**config.mk**
```make
export PLATFORM = sky130hd
export DESIGN_NAME = work_dispatch_ctrl
export DESIGN_NICKNAME = d
export VERILOG_FILES = /design/src/rtl/work_dispatch_ctrl_pkg.sv /design/src/rtl/nonce_fifo.sv /design/src/rtl/work_dispatch_ctrl.sv
export SDC_FILE = /design/constraint.sdc
export NUM_CORES = 1
export LEC_CHECK = 0
export ABC_AREA = 0
export ABC_CLOCK_PERIOD_IN_PS = 5100
export CAP_MARGIN = 20
export CORE_MARGIN = 4
export CORE_UTILIZATION = 30
export CTS_BUF_LIST = sky130_fd_sc_hd__clkbuf_16
export CTS_CLUSTER_SIZE = 12
export DETAILED_ROUTE_END_ITERATION = 7
export SYNTH_ARGS = -nofsm -noshare
export SYNTH_HDL_FRONTEND = slang
export SYNTH_SLANG_ARGS = --single-unit
```
**constraint.sdc**
```tcl
create_clock -name clk -period 5.1 [get_ports clk]
set_input_delay 0.51 -clock clk [delete_from_list [all_inputs] [get_ports clk]]
set_output_delay 0.51 -clock clk [all_outputs]
set_load 0.01 [all_outputs]
```
**src/rtl/work_dispatch_ctrl_pkg.sv**
```systemverilog
// Shared definitions for the work dispatch controller: FSM state encoding,
// the sentinel nonce reported on a watchdog timeout, the default core
// start-up delay and the per-core nonce partition helper.
package work_dispatch_ctrl_pkg;

  typedef enum logic [2:0] {
    ST_IDLE   = 3'd0,
    ST_LOAD   = 3'd1,
    ST_WARMUP = 3'd2,
    ST_RUN    = 3'd3,
    ST_DRAIN  = 3'd4
  } state_e;

  localparam logic [31:0] SENTINEL_NONCE         = 32'hFFFF_FFFF;
  localparam int          DEFAULT_STARTUP_CYCLES = 63;

  // Start offset of core idx when the 2^32 nonce space is split evenly over n cores.
  function automatic logic [31:0] core_offset(input int unsigned idx, input int unsigned n);
    logic [63:0] stride;
    logic [63:0] prod;
    stride = 64'h1_0000_0000 / 64'(n);
    prod   = stride * 64'(idx);
    return prod[31:0];
  endfunction

endpackage

```
**src/rtl/nonce_fifo.sv**
```systemverilog
// Synchronous golden-nonce queue. Synchronous clear, push is ignored when
// full (unless a pop frees a slot in the same cycle), pop is ignored when
// empty. Head word is presented combinationally on data_o.
module nonce_fifo
  import work_dispatch_ctrl_pkg::*;
#(
  parameter int DEPTH = 4,
  parameter int WIDTH = 32
) (
  input  logic             clk,
  input  logic             rst_n,
  input  logic             clr_i,
  input  logic             push_i,
  input  logic [WIDTH-1:0] data_i,
  input  logic             pop_i,
  output logic [WIDTH-1:0] data_o,
  output logic             full_o,
  output logic             empty_o
);

  localparam int AW = (DEPTH > 1) ? $clog2(DEPTH) : 1;
  localparam int CW = $clog2(DEPTH + 1);

  logic [WIDTH-1:0] mem_q [DEPTH];
  logic [AW-1:0]    wr_ptr_q;
  logic [AW-1:0]    rd_ptr_q;
  logic [CW-1:0]    count_q;
  logic             do_push_s;
  logic             do_pop_s;

  assign full_o    = (count_q == CW'(DEPTH));
  assign empty_o   = (count_q == '0);
  assign do_pop_s  = pop_i && !empty_o;
  assign do_push_s = push_i && (!full_o || do_pop_s);
  assign data_o    = mem_q[rd_ptr_q];

  // Storage, pointers and occupancy; clear has priority over push/pop.
  always_ff @(posedge clk or negedge rst_n) begin
    if (!rst_n) begin
      for (int i = 0; i < DEPTH; i++) begin
        mem_q[i] <= '0;
      end
      wr_ptr_q <= '0;
      rd_ptr_q <= '0;
      count_q  <= '0;
    end else if (clr_i) begin
      wr_ptr_q <= '0;
      rd_ptr_q <= '0;
      count_q  <= '0;
    end else begin
      if (do_push_s) begin
        mem_q[wr_ptr_q] <= data_i;
        wr_ptr_q <= (wr_ptr_q == AW'(DEPTH - 1)) ? '0 : wr_ptr_q + AW'(1);
      end
      if (do_pop_s) begin
        rd_ptr_q <= (rd_ptr_q == AW'(DEPTH - 1)) ? '0 : rd_ptr_q + AW'(1);
      end
      case ({do_push_s, do_pop_s})
        2'b10:   count_q <= count_q + CW'(1);
        2'b01:   count_q <= count_q - CW'(1);
        default: count_q <= count_q;
      endcase
    end
  end

endmodule

```
**src/rtl/work_dispatch_ctrl.sv**
```systemverilog
// Work dispatch controller: partitions the nonce space over NUM_CORES hash
// cores, sequences their reset/warm-up, captures golden nonces, queues them
// round-robin into nonce_fifo and paces them out over the serial transmitter.
// Optional feature macro: WORK_TIMEOUT_EN (RUN watchdog that reports the
// sentinel nonce after TIMEOUT_CYCLES without every core hitting).
module work_dispatch_ctrl
  import work_dispatch_ctrl_pkg::*;
#(
  parameter int          NUM_CORES      = 2,
  parameter int          STARTUP_CYCLES = DEFAULT_STARTUP_CYCLES,
  parameter int          FIFO_DEPTH     = 4,
  parameter logic [31:0] TIMEOUT_CYCLES = 32'hFFFF_FFFF
) (
  input  logic                   clk,
  input  logic                   rst_n,
  input  logic                   new_work,
  input  logic [31:0]            work_nonce,
  input  logic [31:0]            work_target0,
  input  logic [31:0]            work_target1,
  output logic [NUM_CORES-1:0]   core_rst,
  output logic [32*NUM_CORES-1:0] core_nonce,
  output logic [31:0]            core_target0,
  output logic [31:0]            core_target1,
  input  logic [NUM_CORES-1:0]   core_ready,
  input  logic [32*NUM_CORES-1:0] core_nonce_out,
  output logic                   tx_send,
  input  logic                   tx_busy,
  output logic [31:0]            tx_word,
  output logic                   active,
  output logic                   overflow
);

  localparam int PW = (NUM_CORES > 1) ? $clog2(NUM_CORES) : 1;
  localparam logic [NUM_CORES-1:0] ALL_CORES = {NUM_CORES{1'b1}};

  state_e                      state_q, state_d;
  logic [31:0]                 warm_cnt_q, warm_cnt_d;
  logic [PW-1:0]               arb_ptr_q, arb_ptr_d;
  logic [NUM_CORES-1:0]        hit_vld_q, hit_vld_d;
  logic [NUM_CORES-1:0][31:0]  hit_val_q, hit_val_d;
  logic [NUM_CORES-1:0]        core_rst_q, core_rst_d;
  logic [NUM_CORES-1:0][31:0]  core_nonce_q, core_nonce_d;
  logic [31:0]                 target0_q, target0_d;
  logic [31:0]                 target1_q, target1_d;
  logic [31:0]                 tx_word_q, tx_word_d;
  logic                        tx_send_q, tx_send_d;
  logic                        sent2_q, sent2_d;
  logic                        overflow_q, overflow_d;
  logic                        active_q, active_d;

  logic                        grant_vld_s;
  logic [PW-1:0]               grant_idx_s;
  logic [PW-1:0]               cand_s;
  logic                        arb_push_s;
  logic                        timeout_fire_s;
  logic                        send_s;
  logic                        fifo_clr_s, fifo_push_s, fifo_pop_s;
  logic                        fifo_full_s, fifo_empty_s;
  logic [31:0]                 fifo_wdata_s, fifo_rdata_s;

  nonce_fifo #(.DEPTH(FIFO_DEPTH), .WIDTH(32)) u_fifo (
    .clk     (clk),
    .rst_n   (rst_n),
    .clr_i   (fifo_clr_s),
    .push_i  (fifo_push_s),
    .data_i  (fifo_wdata_s),
    .pop_i   (fifo_pop_s),
    .data_o  (fifo_rdata_s),
    .full_o  (fifo_full_s),
    .empty_o (fifo_empty_s)
  );

`ifdef WORK_TIMEOUT_EN
  logic [31:0] run_cnt_q, run_cnt_d;

  // Watchdog: counts RUN cycles and fires once the limit is reached with a core still searching.
  always_comb begin
    timeout_fire_s = 1'b0;
    run_cnt_d      = run_cnt_q;
    if (new_work) begin
      run_cnt_d = 32'd0;
    end else if (state_q == ST_RUN) begin
      if ((run_cnt_q == (TIMEOUT_CYCLES - 32'd1)) && !(&core_rst_q)) begin
        timeout_fire_s = 1'b1;
      end else begin
        timeout_fire_s = 1'b0;
      end
      run_cnt_d = run_cnt_q + 32'd1;
    end else begin
      run_cnt_d = 32'd0;
    end
  end

  // Watchdog counter register.
  always_ff @(posedge clk or negedge rst_n) begin
    if (!rst_n) begin
      run_cnt_q <= 32'd0;
    end else begin
      run_cnt_q <= run_cnt_d;
    end
  end
`else
  localparam logic [31:0] timeout_unused = TIMEOUT_CYCLES;
  assign timeout_fire_s = 1'b0;
`endif

  // Round-robin search for the first occupied hit register starting at the pointer.
  always_comb begin
    grant_vld_s = 1'b0;
    grant_idx_s = '0;
    cand_s      = '0;
    for (int k = 0; k < NUM_CORES; k++) begin
      cand_s = arb_ptr_q + PW'(k);
      if (!grant_vld_s && hit_vld_q[cand_s]) begin
        grant_vld_s = 1'b1;
        grant_idx_s = cand_s;
      end else begin
        grant_vld_s = grant_vld_s;
      end
    end
  end

  // Sequencing FSM, hit capture, hit-to-FIFO transfer and new-work latching.
  always_comb begin
    state_d      = state_q;
    warm_cnt_d   = warm_cnt_q;
    arb_ptr_d    = arb_ptr_q;
    hit_vld_d    = hit_vld_q;
    hit_val_d    = hit_val_q;
    core_rst_d   = core_rst_q;
    core_nonce_d = core_nonce_q;
    target0_d    = target0_q;
    target1_d    = target1_q;
    overflow_d   = overflow_q;
    fifo_clr_s   = 1'b0;
    fifo_push_s  = 1'b0;
    fifo_wdata_s = 32'd0;

    // One hit register per cycle moves into the queue; the sentinel push wins on timeout.
    arb_push_s = grant_vld_s && !fifo_full_s && !timeout_fire_s;
    if (arb_push_s) begin
      fifo_push_s            = 1'b1;
      fifo_wdata_s           = hit_val_q[grant_idx_s];
      hit_vld_d[grant_idx_s] = 1'b0;
      arb_ptr_d              = (NUM_CORES == 1) ? '0 : grant_idx_s + PW'(1);
    end else begin
      arb_ptr_d = arb_ptr_q;
    end

    case (state_q)
      ST_IDLE: begin
        core_rst_d = ALL_CORES;
      end
      ST_LOAD: begin
        core_rst_d = '0;
        warm_cnt_d = 32'd0;
        state_d    = ST_WARMUP;
      end
      ST_WARMUP: begin
        // core_ready is untrustworthy while the cores come out of reset.
        if ((warm_cnt_q + 32'd1) >= 32'(STARTUP_CYCLES)) begin
          warm_cnt_d = 32'd0;
          state_d    = ST_RUN;
        end else begin
          warm_cnt_d = warm_cnt_q + 32'd1;
        end
      end
      ST_RUN: begin
        for (int i = 0; i < NUM_CORES; i++) begin
          if (core_ready[i]) begin
            // A register emptied by this cycle's grant can take the new hit.
            if (!hit_vld_q[i] || (arb_push_s && (grant_idx_s == PW'(i)))) begin
              hit_vld_d[i]  = 1'b1;
              hit_val_d[i]  = core_nonce_out[32*i +: 32];
              core_rst_d[i] = 1'b1;
            end else begin
              overflow_d = 1'b1;
            end
          end else begin
            hit_vld_d[i] = hit_vld_d[i];
          end
        end
        if (timeout_fire_s) begin
          core_rst_d = ALL_CORES;
          state_d    = ST_DRAIN;
          if (!fifo_full_s) begin
            fifo_push_s  = 1'b1;
            fifo_wdata_s = SENTINEL_NONCE;
          end else begin
            fifo_push_s = 1'b0;
          end
        end else if (&core_rst_q) begin
          state_d = ST_DRAIN;
        end else begin
          state_d = ST_RUN;
        end
      end
      ST_DRAIN: begin
        if (!(|hit_vld_q) && fifo_empty_s && !tx_busy) begin
          state_d    = ST_IDLE;
          core_rst_d = ALL_CORES;
        end else begin
          state_d = ST_DRAIN;
        end
      end
      default: begin
        state_d    = ST_IDLE;
        core_rst_d = ALL_CORES;
      end
    endcase

    // New work overrides everything: old hits and queued nonces are discarded.
    if (new_work) begin
      state_d     = ST_LOAD;
      core_rst_d  = ALL_CORES;
      hit_vld_d   = '0;
      fifo_clr_s  = 1'b1;
      fifo_push_s = 1'b0;
      arb_ptr_d   = '0;
      warm_cnt_d  = 32'd0;
      target0_d   = work_target0;
      target1_d   = work_target1;
      for (int i = 0; i < NUM_CORES; i++) begin
        core_nonce_d[i] = work_nonce + core_offset(i, NUM_CORES);
      end
    end else begin
      fifo_clr_s = 1'b0;
    end
  end

  // Transmit pacing: at most one pulse every three cycles, never while busy or on new work.
  always_comb begin
    send_s     = !fifo_empty_s && !tx_busy && !tx_send_q && !sent2_q && !new_work;
    fifo_pop_s = send_s;
    tx_send_d  = send_s;
    sent2_d    = tx_send_q;
    if (send_s) begin
      tx_word_d = fifo_rdata_s;
    end else begin
      tx_word_d = tx_word_q;
    end
    active_d = (state_d != ST_IDLE);
  end

  // State and output registers.
  always_ff @(posedge clk or negedge rst_n) begin
    if (!rst_n) begin
      state_q      <= ST_IDLE;
      warm_cnt_q   <= 32'd0;
      arb_ptr_q    <= '0;
      hit_vld_q    <= '0;
      hit_val_q    <= '0;
      core_rst_q   <= ALL_CORES;
      core_nonce_q <= '0;
      target0_q    <= 32'd0;
      target1_q    <= 32'd0;
      tx_word_q    <= 32'd0;
      tx_send_q    <= 1'b0;
      sent2_q      <= 1'b0;
      overflow_q   <= 1'b0;
      active_q     <= 1'b0;
    end else begin
      state_q      <= state_d;
      warm_cnt_q   <= warm_cnt_d;
      arb_ptr_q    <= arb_ptr_d;
      hit_vld_q    <= hit_vld_d;
      hit_val_q    <= hit_val_d;
      core_rst_q   <= core_rst_d;
      core_nonce_q <= core_nonce_d;
      target0_q    <= target0_d;
      target1_q    <= target1_d;
      tx_word_q    <= tx_word_d;
      tx_send_q    <= tx_send_d;
      sent2_q      <= sent2_d;
      overflow_q   <= overflow_d;
      active_q     <= active_d;
    end
  end

  assign core_rst     = core_rst_q;
  assign core_nonce   = core_nonce_q;
  assign core_target0 = target0_q;
  assign core_target1 = target1_q;
  assign tx_send      = tx_send_q;
  assign tx_word      = tx_word_q;
  assign active       = active_q;
  assign overflow     = overflow_q;

endmodule

```
==> results by group, run 1 <==
STA
  • Fmax: 321 MHz
  • # setup viols final: 0
  • Fin crit period: 3.12 ns
  • Hold Fails Final Rpt: 6
  • Worst slew margin: between 20% and 30%
  • TNS Setup: 0 ns
  • Slew Limit Fails: 0
  • Least-Margin Pin Slew: roughly 1.1 ns
  • Post-route clock skew: 0.0136 ns
  • Final worst-path cycle share: between 60 and 70%
  • Worst hold slack: -0.0494 ns
  • Unrepaired setup endpoints after global routing: false

Layout
  • Ant. Diodes: 0
  • Fillcell total: 4,912
  • Finished Cell Area: 20,800 sq um
  • Commonest non-fill, non-tap cell in the layout: dfrtp_1
  • Share of post-route cells with drive strength above 1: 18.2%
  • Layout area overhead: 33.1%
  • Most frequent cells in the layout: 369 x dfrtp_1, 328 x clkdlybuf4s50_1, 255 x nand2_1, 161 x mux2_2, 137 x o21ai_0
  • # nets final: between 1,500 and 2,000

Setup path
  • CP Buf/Inv Count: 0
  • Crit path largest cell delay: between 0.6 and 0.7 ns
  • Crit-path cells: ha_1 -> nand3_1 -> or4_2 -> a21oi_1 -> o2111ai_1 -> nor4b_2 -> nand3_1 -> a31o_1
  • Slowest CP cell: or4_2
  • Crit end category: register
  • Worst path required time: 5.54 ns
  • CP Data Arrival Time: 3.56 ns
  • Setup CP Type: reg2reg
  • CP most frequent cell: nand3_1
  • Crit path max fanout: 8
  • Cell family with the largest share of critical-path delay: simple AND/OR/NAND/NOR gates
  • Setup crit start kind: register

Placed design
  • Area after DPL: 19,500 sq um
  • Detailed placer's ending HPWL: about 28,000 um
  • IO Port Bufs: 330
  • Gp weighted congestion: around 0.80

Clock network
  • Clock transition at path regs: 0.06 ns
  • TritonCTS clock tree: built
  • Post-CTS Hold Buffers: 0
  • Clk buf depth: 3
  • Post-CTS sizing: 0
  • Postcts setup bufs: 0
  • TritonCTS sink count: 372
  • Inserted Clock Buffers: 43
  • Clk root buf: clkbuf_16
  • Worst skew pair latency: between 0.5 and 0.6 ns
  • Htree depth: 2

Detailed routing
  • 1st-pass router iterations: 5
  • Via density: 4.73
  • Remaining antenna violation count: 0
  • DRC violations left: 0
  • DR iter-0 viols: 556
  • Final WL: 40,400 um
  • Routed WL per cell: 17.5 um
  • Via count: 10,900

Synth
  • Syn avg cell area: 12.0 sq um
  • Post-Synth Adder-Cell Area: 0.688%
  • Fraction of registers with async set/reset: 100%
  • Largest family of logic cells by synthesized area: multiplexers
  • Post-Synth XOR/XNOR Area: less than 1%
  • Main synth FF type: dfrtp_1
  • Top cell type by total area after synthesis: dfrtp_1
  • Simple logic cell fraction of the synthesized area: between 10 and 15%
  • Post-synth top area share: around three fifths
  • Mux cell area share after synthesis: 16.4%
  • Post-synth EDFFs: 0
  • Sequential-to-total area share from yosys stat: 59.6%
  • Register bit total from synthesis: about 370
  • Synthesis Warnings: 0
  • Syn Inst Count: 1,304
  • Post-Syn Area: between 15,000 and 20,000 sq um
  • Main area contributors after synthesis: dfrtp_1 59%, mux2_2 12%, nand2_1 6.2%, mux4_2 4.6%, o21ai_0 4.4%
  • Netlist cell types: 63
  • Post-synthesis compound-gate area fraction: 8.09%
  • Syn nets: 1,478

Pwr
  • VDD IR max: 0.235 mV
  • Pwr per Cell Area: 384 nW/um^2
  • P_leak: 0.00882 uW

Die
  • Row cnt: 83
  • Die area: 55,800 sq um
  • Initial core utilization: slightly above 30%
  • I/O pin count: 331
  • DIE HEIGHT: 236 um
  • Die width: 236 um
  • CORE AREA: 51,400 sq um

Global routing
  • GR Util All Layers: between 10% and 20%
  • Pin count of the biggest net entering global routing: 139
  • Antenna violations before repair: 0
  • Vias in the first global route: roughly 11,000
  • Total congestion overflow: 0
  • First-pass GRT wire length: 64,100 um

Run status
  • Status: finished, violations left
  • Failing checks: hold timing

Min path
  • Worst Hold Class: in2async

Flow run
  • Number of max-cap violations: 0
[cell usage after synthesis, types with 3 or more instances]
| master | count |
|---|---|
| mux4_2 | 32 |
| and4_1 | 3 |
| clkbuf_1 | 61 |
| and2_1 | 28 |
| nor2_1 | 26 |
| nor3_1 | 13 |
| nand4_1 | 13 |
| a21oi_1 | 17 |
| nand2b_1 | 4 |
| and3_1 | 3 |
| o21ai_0 | 137 |
| nor2b_1 | 3 |
| a22oi_1 | 33 |
| mux2i_1 | 3 |
| nand2_1 | 260 |
| buf_1 | 11 |
| buf_4 | 32 |
| mux2_2 | 161 |
| o211ai_1 | 5 |
| xnor2_1 | 4 |
| xor2_1 | 3 |
| a21o_1 | 3 |
| nor4_1 | 4 |
| ha_1 | 7 |
| a211o_1 | 3 |
| inv_1 | 9 |
| dfrtp_1 | 370 |
| nand3_1 | 12 |
[final timing paths]
path,start,end,slack (ns),depth (start not counted)
max in group asynchronous,rst_n,hit_val_q[20],3.68,2
min reg2reg,tx_word[0],tx_word[0],0.47,2
max,warm_cnt_q[0],state_q[0],1.98,8
min,rst_n,core_target1[0],-0.05,1
min in group clk,tx_word[0],tx_word[0],0.47,2
max reg2reg,warm_cnt_q[0],state_q[0],1.98,8
[metal layers]
layer / track usage [%] / part of all wire (%) / vias up
met5: 0 / 0 / -
li1: - / - / 5116
met1: 18.7 / 44 / 5397
met4: 4.16 / 2.4 / 0
met3: 3.12 / 5.3 / 59
met2: 23.7 / 48 / 305
[final cells by class]
| type | instances | area [sq um] | share of cell area (%) |
|---|---|---|---|
| Clock buffer | 44 | 1100 | 5.29 |
| Inverter | 9 | 33.8 | 0.162 |
| Multi-Input combinational cell | 817 | 5810 | 27.9 |
| Clock inverter | 32 | 241 | 1.16 |
| Timing Repair Buffer | 348 | 3470 | 16.7 |
| Tap cell | 680 | 851 | 4.09 |
| Sequential cell | 372 | 9310 | 44.7 |
[per-stage QoR]
stage               utilization [%]  worst slack [ns]  cells  total power [uW]
floorplan                         -              2.42   1304              4370
global placement               37.8              2.11   2225              5090
detailed placement             37.9              2.03   2226              5130
CTS                            40.5              1.99   2302              8170
global route                   40.5              1.75   2302              8430
finish                         40.5              1.98   2302              7990
[power breakdown]
part	internal [uW]	switching, uW	total, uW
registers	3390	263	3660
clock network	1710	1230	2940
logic	796	596	1390
[sequential cells by signal (all words and copies together) (netlist names)]
name             flops
hit_vld_q            2
core_target1        32
u_fifo.wr_ptr_q      2
tx_word             32
u_fifo.rd_ptr_q      2
u_fifo.count_q       3
core_nonce          33
core_target0        32
hit_val_q           64
sent2_q              1
tx_send              1
state_q              3
u_fifo.mem_q       128
active               1
warm_cnt_q          32
arb_ptr_q            1
overflow             1
core_rst             2
[logic make-up after synthesis]
family | after synthesis
and+or+nand+nor | 390
adders and majority gates | 8
DFF | 372
muxes | 196
xor gates and xnor gates | 7
AOI/OAI and AO/OA | 216
buffers and inverters | 115
(Power assumes the default switching activity.)
==> run 2, diff against run 1 <==
ABC_CLOCK_PERIOD_IN_PS = 3300   (was 5100)
clock period = 3.3 ns   (was 5.1 ns; I/O delays follow)
==> results by group, run 2 (same netlist as run 1, synthesis figures left out) <==
Die
  • Initial core utilization: 30.4%
  • DIE HEIGHT: ~240 um
  • I/O pin count: 331
  • Die area: 55,800 sq um
  • Row cnt: 83
  • CORE AREA: roughly 50,000 sq um
  • Die width: between 200 and 250 um

STA
  • Least-Margin Pin Slew: 0.907 ns
  • Hold Fails Final Rpt: 0
  • Unrepaired setup endpoints after global routing: false
  • Slew Limit Fails: 0
  • Final worst-path cycle share: 88.9%
  • TNS Setup: 0 ns
  • Setup WS post-layout: 0.365 ns
  • Fmax: ~340 MHz
  • Fin crit period: roughly 2.9 ns
  • # setup viols final: 0
  • Post-route clock skew: 0.0172 ns
  • Worst slew margin: 39.5%

Setup path
  • WP depth: 7
  • CP Data Arrival Time: 3.37 ns
  • CP Buf/Inv Count: 0
  • Setup CP Type: reg2reg
  • R2r startpoint: warm_cnt_q[8]
  • Worst r2r path cells: 7
  • Worst path required time: approximately 3.7 ns
  • Worst Setup SP: warm_cnt_q[8]
  • Cell family with the largest share of critical-path delay: simple AND/OR/NAND/NOR gates
  • Crit end category: register
  • Slowest CP cell: or4b_1
  • Crit path max fanout: 9
  • Crit path largest cell delay: 0.73 ns
  • Crit-path cells: nand4_2 -> or4b_1 -> nor4_1 -> nand4_1 -> a2111oi_4 -> nand3_1 -> a31o_1
  • Setup crit start kind: register

Global routing
  • Total congestion overflow: 0
  • First-pass GRT wire length: approximately 65,000 um
  • Antenna violations before repair: 0
  • Pin count of the biggest net entering global routing: 85
  • GR Util All Layers: 14.3%
  • Vias in the first global route: 11,600

Layout
  • Share of post-route cells with drive strength above 1: 19.1%
  • Ant. Diodes: 0
  • Top reg by flops: u_fifo.mem_q
  • Fillcell total: between 4,000 and 5,000
  • Commonest non-fill, non-tap cell in the layout: dfrtp_1
  • # nets final: 1,782
  • Max reg flops: between 100 and 150
  • Layout area overhead: 34.8%
  • Most frequent cells in the layout: 369 x dfrtp_1, 328 x clkdlybuf4s50_1, 255 x nand2_1, 161 x mux2_2, 137 x o21ai_0

Pwr
  • Net Sw Power: approximately 3200 uW
  • Sw frac: about a quarter
  • Pwr per Cell Area: about 600 nW/um^2
  • VDD IR max: 0.451 mV
  • Seq pwr share: between 40% and 50%
  • P_leak: 0.00894 uW
  • Logic gate share of total power: around 17%
  • Clock power share: 38.1%
  • Internal: 9400 uW

Detailed routing
  • Routed WL per cell: 17.4 um
  • DRC violations left: 0
  • Remaining antenna violation count: 0
  • DR iter-0 viols: about 640
  • Final WL: 40,400 um
  • 1st-pass router iterations: 5
  • Via count: 11,000
  • Via density: 4.74

Clock network
  • Htree depth: 2
  • Clk root buf: clkbuf_16
  • Clock transition at path regs: around 0.060 ns
  • Inserted Clock Buffers: between 40 and 50
  • Worst skew pair latency: roughly 0.56 ns
  • TritonCTS sink count: 372
  • Postcts setup bufs: 0
  • Clk buf depth: 3
  • TritonCTS clock tree: built

Placed design
  • Detailed placer's ending HPWL: 27,700 um
  • Gp weighted congestion: 0.822
  • IO Port Bufs: 330
  • DP Worst Slack: around 0.39 ns

Min path
  • Worst Min Path Start: new_work
  • Worst Hold Class: in2reg
  • Hold depth: 2

Flow run
  • Number of max-cap violations: 0

Run status
  • Status: completed
run 2: changes by cell type in the layout (fill, tap and decap cells not counted), sizes merged, moves of 2 or more:
cell / previous run / this run
bufinv: 3 / 5
clkbuf: 44 / 46
buf: 20 / 35
clkinv: 14 / 23
inv: 22 / 15
clkinvlp: 2 / 0
run 2: stage by stage:
step | util [%] | cell area (sq um) | hold WS [ns] | power, uW | std cells
after floorplan | - | 15600 | 0.0344 | 6760 | 1304
after global placement | 38.1 | 19600 | 0.415 | 7870 | 2240
after detailed placement | 38.1 | 19600 | 0.420 | 7950 | 2240
after CTS | 41.0 | 21100 | 0.0360 | 12900 | 2321
after global routing | 41.0 | 21100 | 0.0569 | 13300 | 2322
final | 41.0 | 21100 | 0.0800 | 12600 | 2322
run 2: cell type report:
| type | count | area, sq um | share of cell area [%] |
|---|---|---|---|
| multi-input combinational | 817 | 5810 | 27.6 |
| inverter | 9 | 33.8 | 0.160 |
| tap | 680 | 851 | 4.04 |
| clock buffer | 46 | 1150 | 5.46 |
| timing repair buffer | 364 | 3630 | 17.2 |
| clock inverter | 34 | 292 | 1.38 |
| sequential | 372 | 9310 | 44.2 |
run 2: power by group through the flow:
stage               sequential [uW]  combinational [uW]  clock, uW
floorplan                      5710                1050          0
global placement               5710                2160          0
detailed placement             5750                2200          0
CTS                            5670                2210       5000
global route                   5760                2370       5170
finish                         5660                2160       4820
run 2: what timing repair did:
item	CTS	global route
endpoints found under the hold margin	75	0
gates resized for setup	0	0
hold buffers	1	0
run 2: final timing paths:
check	end	slack, ns
worst max register to register	state_q[0]	0.36
worst min-delay path	u_fifo.wr_ptr_q[0]	0.08
min in group asynchronous	core_target0[23]	0.41
worst min register to register	tx_word[30]	0.47
max in group asynchronous	u_fifo.mem_q[117]	2.06
worst max-delay path	state_q[0]	0.36
run 2: metal layers:
metal  GRT usage [%]  wire length, um  vias up
li1                -                -     5151
met1            18.5            17100     5472
met2            24.5            20100      314
met3            2.37             2110       68
met4            4.78             1050        0
met5               0                0        -
==> edit 1: new RTL, settings of run 2 <==
Change the parameter `NUM_CORES` from 2 to 4.
--- a/src/rtl/work_dispatch_ctrl.sv
+++ b/src/rtl/work_dispatch_ctrl.sv
@@ -8,3 +8,3 @@
 #(
-  parameter int          NUM_CORES      = 2,
+  parameter int          NUM_CORES      = 4,
   parameter int          STARTUP_CYCLES = DEFAULT_STARTUP_CYCLES,
Interface: changed (resized core_nonce, core_nonce_out, core_ready and core_rst); port bits go from 331 to 463. No check against the original RTL was run, so the function may have changed too.
==> edit 1 against run 2 <==
- via count is 22% higher
- largest power group unchanged
- design area is 26% higher
- power is 46% higher
- synthesized area is 27% higher
- sequential cell count is 72 higher
- routed wire length is 36% higher
- setup slack worse by 0.17 ns
==> edit 1: results (changes against run 2) <==
WHS Path Cells -> 2 (unchanged)
1st-iter DRT viols -> 731 (+14%)
diode count -> 0 (unchanged)
asr flop ratio synth -> 1.00 (unchanged)
Clock Path Buffers -> 3 (unchanged)
family with the most delay on the worst path -> simple AND/OR/NAND/NOR gates
Cell variety after synth -> 51 (-19%)
hold_ws -> 0.135 ns (+0.0546 ns)
Layout Skew -> 0.0358 ns (+0.0186 ns)
Filler cells -> 6128 (+26%)
Total GRT Usage -> 0.151 (+0.00752)
DR pass1 iterations -> 4 (-1)
worst skew pair latency -> 0.60 ns (+0.04 ns)
Net Count, Synth -> 1837 (+24%)
hold crit path type -> in -> reg
PortBufs -> 462 (+40%)
FF-to-FF End -> active$_DFF_PN0_
FF-to-FF Start -> warm_cnt_q[0]$_DFFE_PN0P_
HPWL Detailed -> 37600 microns (+36%)
worst slew pin tran -> 1.08 ns (+0.171 ns)
Layout Nets -> 2194 (+23%)
R2R depth -> 9 (+2)
P_leak -> 11.4 nW (+27%)
CP max stage delay -> 0.45 ns (-0.28 ns)
H-tree Lvls -> 2 (unchanged)
Hold Crit Endpoint -> core_nonce[95]$_DFFE_PN0P_
Seq/Total Area, Yosys -> 0.559 (-0.0370)
Slowest-stage cell, CP -> nor4b_1
Clock transition at path regs -> 0.06 ns (about the same)
number of global-route vias before repair -> 14.2k (+23%)
Peak VDD IR -> 0.425 mV (-5.7%)
Worst Path Max Fanout -> 9 (unchanged)
DR vias/cell -> 4.70 (-0.84%)
run status -> finished clean
final wirelength -> 54800 microns (+36%)
Synth Warn # -> 0 (unchanged)
number of buffers created by CTS -> 51 (+16%)
top post-synthesis cells by area -> dfrtp_1 55%, mux2_2 20%, nand2_1 5.1%, buf_4 3.7%, mux4_2 3.6%
leading cell types by count after synthesis -> 440 x dfrtp_1, 354 x mux2_2, 270 x nand2_1, 97 x buf_4, 63 x clkbuf_1
Min-Delay Startpoint -> new_work
largest net degree at the start of global routing -> 101 (+19%)
layout cells sized above 1 -> 0.252 (+0.0609)
CTS root buffer -> clkbuf_16
Reg2Reg Setup Slack -> 0.20 ns (-0.17 ns)
initial antenna violation count -> 1 (+1)
first-pass GRT wire length -> 84400 microns (+29%)
GP Congestion -> 0.834 (+1.5%)
number of enable flip-flop cells after synthesis -> 0 (unchanged)
[edit 1: where the power goes]
group	total, mW	switching [mW]	internal (mW)
combinational	5.08	2.16	2.91
clock	5.35	2.31	3.04
sequential	8.03	0.954	7.07
[edit 1: logic make-up (layout without fill, tap and decap cells)]
logic type,count (synthesis),in the layout,synth area share
XOR/XNOR,6,6,0.00264
flip-flops,444,444,0.559
multiplexers,390,390,0.239
adder cells (fa/ha/maj),12,12,0.00792
AND/OR/NAND/NOR,436,436,0.101
buffers and inverters,198,593,0.0557
AO/OA/AOI/OAI,107,107,0.0352
[edit 1: routing by layer]
| layer | wire length, microns | share of wire | GRT usage |
|---|---|---|---|
| met3 | 2980 | 0.054 | 0.0297 |
| met1 | 23400 | 0.43 | 0.194 |
| met2 | 26900 | 0.49 | 0.257 |
| met5 | 0 | 0 | 0 |
| met4 | 1470 | 0.027 | 0.0463 |
[edit 1: through the flow]
stage                     worst slack, ns  cells  cell area [sq um]
after global placement              0.288   2759              24900
final                               0.198   2852              26500
after detailed placement           0.0976   2759              24900
after CTS                          0.0481   2851              26500
after global routing               0.0826   2852              26500
after floorplan                     0.397   1593              19900
[edit 1: area by class of cell]
cell class / count / area [sq um] / share of cell area
flip-flops and latches: 444 / 11100 / 0.419
multi-input cells: 951 / 7740 / 0.292
repair buffers: 486 / 4950 / 0.187
clock buffers: 51 / 1280 / 0.0481
well taps: 864 / 1080 / 0.0408
clock inverters: 40 / 300 / 0.0113
inverters: 16 / 60.1 / 0.00226
[edit 1: what timing repair did]
action	CTS	global route
hold buffers	1	0
hold endpoints to repair	87	0
buffers inserted	0	1
gates resized for setup	0	1
endpoints found under the setup margin	0	7
[edit 1: worst max-delay path by stage]
| stage | start | endpoint | slack [ns] | cells past startpoint |
|---|---|---|---|---|
| after floorplan | hit_vld_q[0]$_DFF_PN0_ | hit_val_q[33]$_DFFE_PN0P_ | 0.40 | 14 |
| after global placement | warm_cnt_q[0]$_DFFE_PN0P_ | active$_DFF_PN0_ | 0.29 | 9 |
| after detailed placement | warm_cnt_q[0]$_DFFE_PN0P_ | warm_cnt_q[3]$_DFFE_PN0P_ | 0.1 | 9 |
| after CTS | warm_cnt_q[0]$_DFFE_PN0P_ | warm_cnt_q[3]$_DFFE_PN0P_ | 0.05 | 9 |
| after global routing | warm_cnt_q[0]$_DFFE_PN0P_ | active$_DFF_PN0_ | 0.08 | 9 |
| final | warm_cnt_q[0]$_DFFE_PN0P_ | active$_DFF_PN0_ | 0.20 | 9 |
==> edit 2: new RTL, config.mk and constraints of run 2 <==
Without the edit above. The 5 states of `state_e` get a one-hot encoding in 5 bits.
--- a/src/rtl/work_dispatch_ctrl_pkg.sv
+++ b/src/rtl/work_dispatch_ctrl_pkg.sv
@@ -5,8 +5,8 @@
 
-  typedef enum logic [2:0] {
-    ST_IDLE   = 3'd0,
-    ST_LOAD   = 3'd1,
-    ST_WARMUP = 3'd2,
-    ST_RUN    = 3'd3,
-    ST_DRAIN  = 3'd4
+  typedef enum logic [4:0] {
+    ST_IDLE   = 5'b00001,
+    ST_LOAD   = 5'b00010,
+    ST_WARMUP = 5'b00100,
+    ST_RUN    = 5'b01000,
+    ST_DRAIN  = 5'b10000
   } state_e;
Function: no difference found for any inputs over 4 cycles, from zero or initial values and one cycle with rst_n low; so few cycles prove little.
==> edit 2 against run 2 <==
- design area hardly changed
- synthesized cell count is 0.69% higher
- clock skew is 0.0049 ns lower
- routed wire length is 1.5% lower
- final cell count hardly changed
- power is 16% lower
- sequential cell count is 2 higher
- setup slack worse by 0.13 ns
- count of clock-buffer cells in the layout is 2 lower
- sequential power is 14% lower
- synthesized area is 0.77% higher
- die area is 0.74% higher
==> edit 2: results (changes against run 2) <==
run status -> finished clean
CP max stage delay -> 0.57 ns (-0.16 ns)
leading cell types by count after synthesis -> 371 x dfrtp_1, 251 x nand2_1, 161 x mux2_2, 143 x o21ai_0, 69 x clkbuf_1
FF-to-FF End -> warm_cnt_q[4]$_DFFE_PN0P_
first-pass GRT wire length -> 64300 microns (-1.6%)
R2R depth -> 9 (+2)
Hold Crit Endpoint -> arb_ptr_q$_DFFE_PN0P_
slew margin rel. -> 0.468 (+0.0731)
Post-Synthesis Cells -> 1313 (+0.69%)
Net Count, Synth -> 1487 (+0.61%)
top post-synthesis cells by area -> dfrtp_1 59%, mux2_2 12%, nand2_1 6.0%, mux4_2 4.6%, o21ai_0 4.5%
P_leak -> 9.17 nW (+2.6%)
Reg2Reg Setup Slack -> 0.24 ns (-0.13 ns)
Min-Delay Startpoint -> new_work
Layout Nets -> 1785 (+0.17%)
Slowest-stage cell, CP -> or4_1
origin of the worst setup path -> warm_cnt_q[4]$_DFFE_PN0P_
largest net degree at the start of global routing -> 84 (-1.2%)
1st-iter DRT viols -> 500 (-22%)
hold crit path type -> in -> reg
DR WL/cell -> 17.1 microns (-1.6%)
Layout Skew -> 0.0123 ns (-0.00487 ns)
Seq/Total Area, Yosys -> 0.594 (-0.00128)
number of global-route vias before repair -> 11.3k (-1.9%)
routed vias -> 10.9k (-0.96%)
grt met3 use -> 0.0328 (+0.00910)
Total GRT Usage -> 0.139 (-0.00388)
M2 GR Usage -> 0.219 (-0.0260)
GP Congestion -> 0.772 (-6.1%)
HPWL Detailed -> 27400 microns (-1.1%)
initial antenna violation count -> 1 (+1)
Switch Pwr -> 2.52 mW (-22%)
[edit 2: stage by stage]
stage / power [mW] / cell area [sq um] / util / setup slack, ns / instances
finish: 10.6 / 21100 / 0.408 / 0.236 / 2324
floorplan: 5.35 / 15800 / - / 0.512 / 1313
CTS: 10.9 / 21100 / 0.408 / 0.249 / 2324
global route: 11.1 / 21100 / 0.408 / 0.106 / 2324
detailed placement: 6.06 / 19700 / 0.381 / 0.276 / 2244
global placement: 6.04 / 19700 / 0.381 / 0.330 / 2244
[edit 2: cells by family (layout without fill, tap and decap cells)]
group | Yosys count | count (layout) | synth area share
adders and majority gates | 8 | 8 | 0.00683
muxes | 196 | 196 | 0.163
xor gates and xnor gates | 10 | 10 | 0.00556
AOI/OAI and AO/OA | 225 | 225 | 0.0830
DFF | 374 | 374 | 0.594
and+or+nand+nor | 377 | 377 | 0.109
buffers and inverters | 123 | 454 | 0.0387
[edit 2: final cells by class]
class,count,area share
multi-input combinational,816,0.276
clock buffer,44,0.0523
timing repair buffer,362,0.171
tap,680,0.0404
sequential,374,0.444
inverter,13,0.00232
clock inverter,35,0.0136
[edit 2: metal layers]
layer  wire (microns)  part of all wire
met1            18100              0.46
met2            18200              0.46
met3             2370             0.060
met4             1050             0.026
met5               11           0.00028
[edit 2: worst max path at each step]
stage	to	slack, ns
global placement	warm_cnt_q[5]$_DFFE_PN0P_	0.33
floorplan	warm_cnt_q[2]$_DFFE_PN0P_	0.51
detailed placement	warm_cnt_q[4]$_DFFE_PN0P_	0.28
global route	warm_cnt_q[3]$_DFFE_PN0P_	0.11
CTS	warm_cnt_q[2]$_DFFE_PN0P_	0.25
finish	warm_cnt_q[4]$_DFFE_PN0P_	0.24
[edit 2: critical path: cells and delay by family (launching register included)]
kind	cells	cell delay (ns)
buffers and inverters	1	0.19
flip-flops	1	0.49
multiplexers	1	0.13
AND/OR/NAND/NOR	4	1.57
AO/OA/AOI/OAI	3	0.62
[edit 2: power by group through the flow]
stage / logic (mW) / clock network [mW] / registers (mW)
floorplan: 0.398 / 0 / 4.95
global placement: 1.12 / 0 / 4.92
detailed placement: 1.13 / 0 / 4.93
CTS: 1.13 / 4.88 / 4.85
global route: 1.19 / 5.05 / 4.87
finish: 1.10 / 4.68 / 4.85
[edit 2: timing repair]
item / CTS / global route
resized for setup: 0 / 0
setup endpoints to repair: 0 / 0
hold endpoints to repair: 75 / 0
hold buffers: 1 / 0
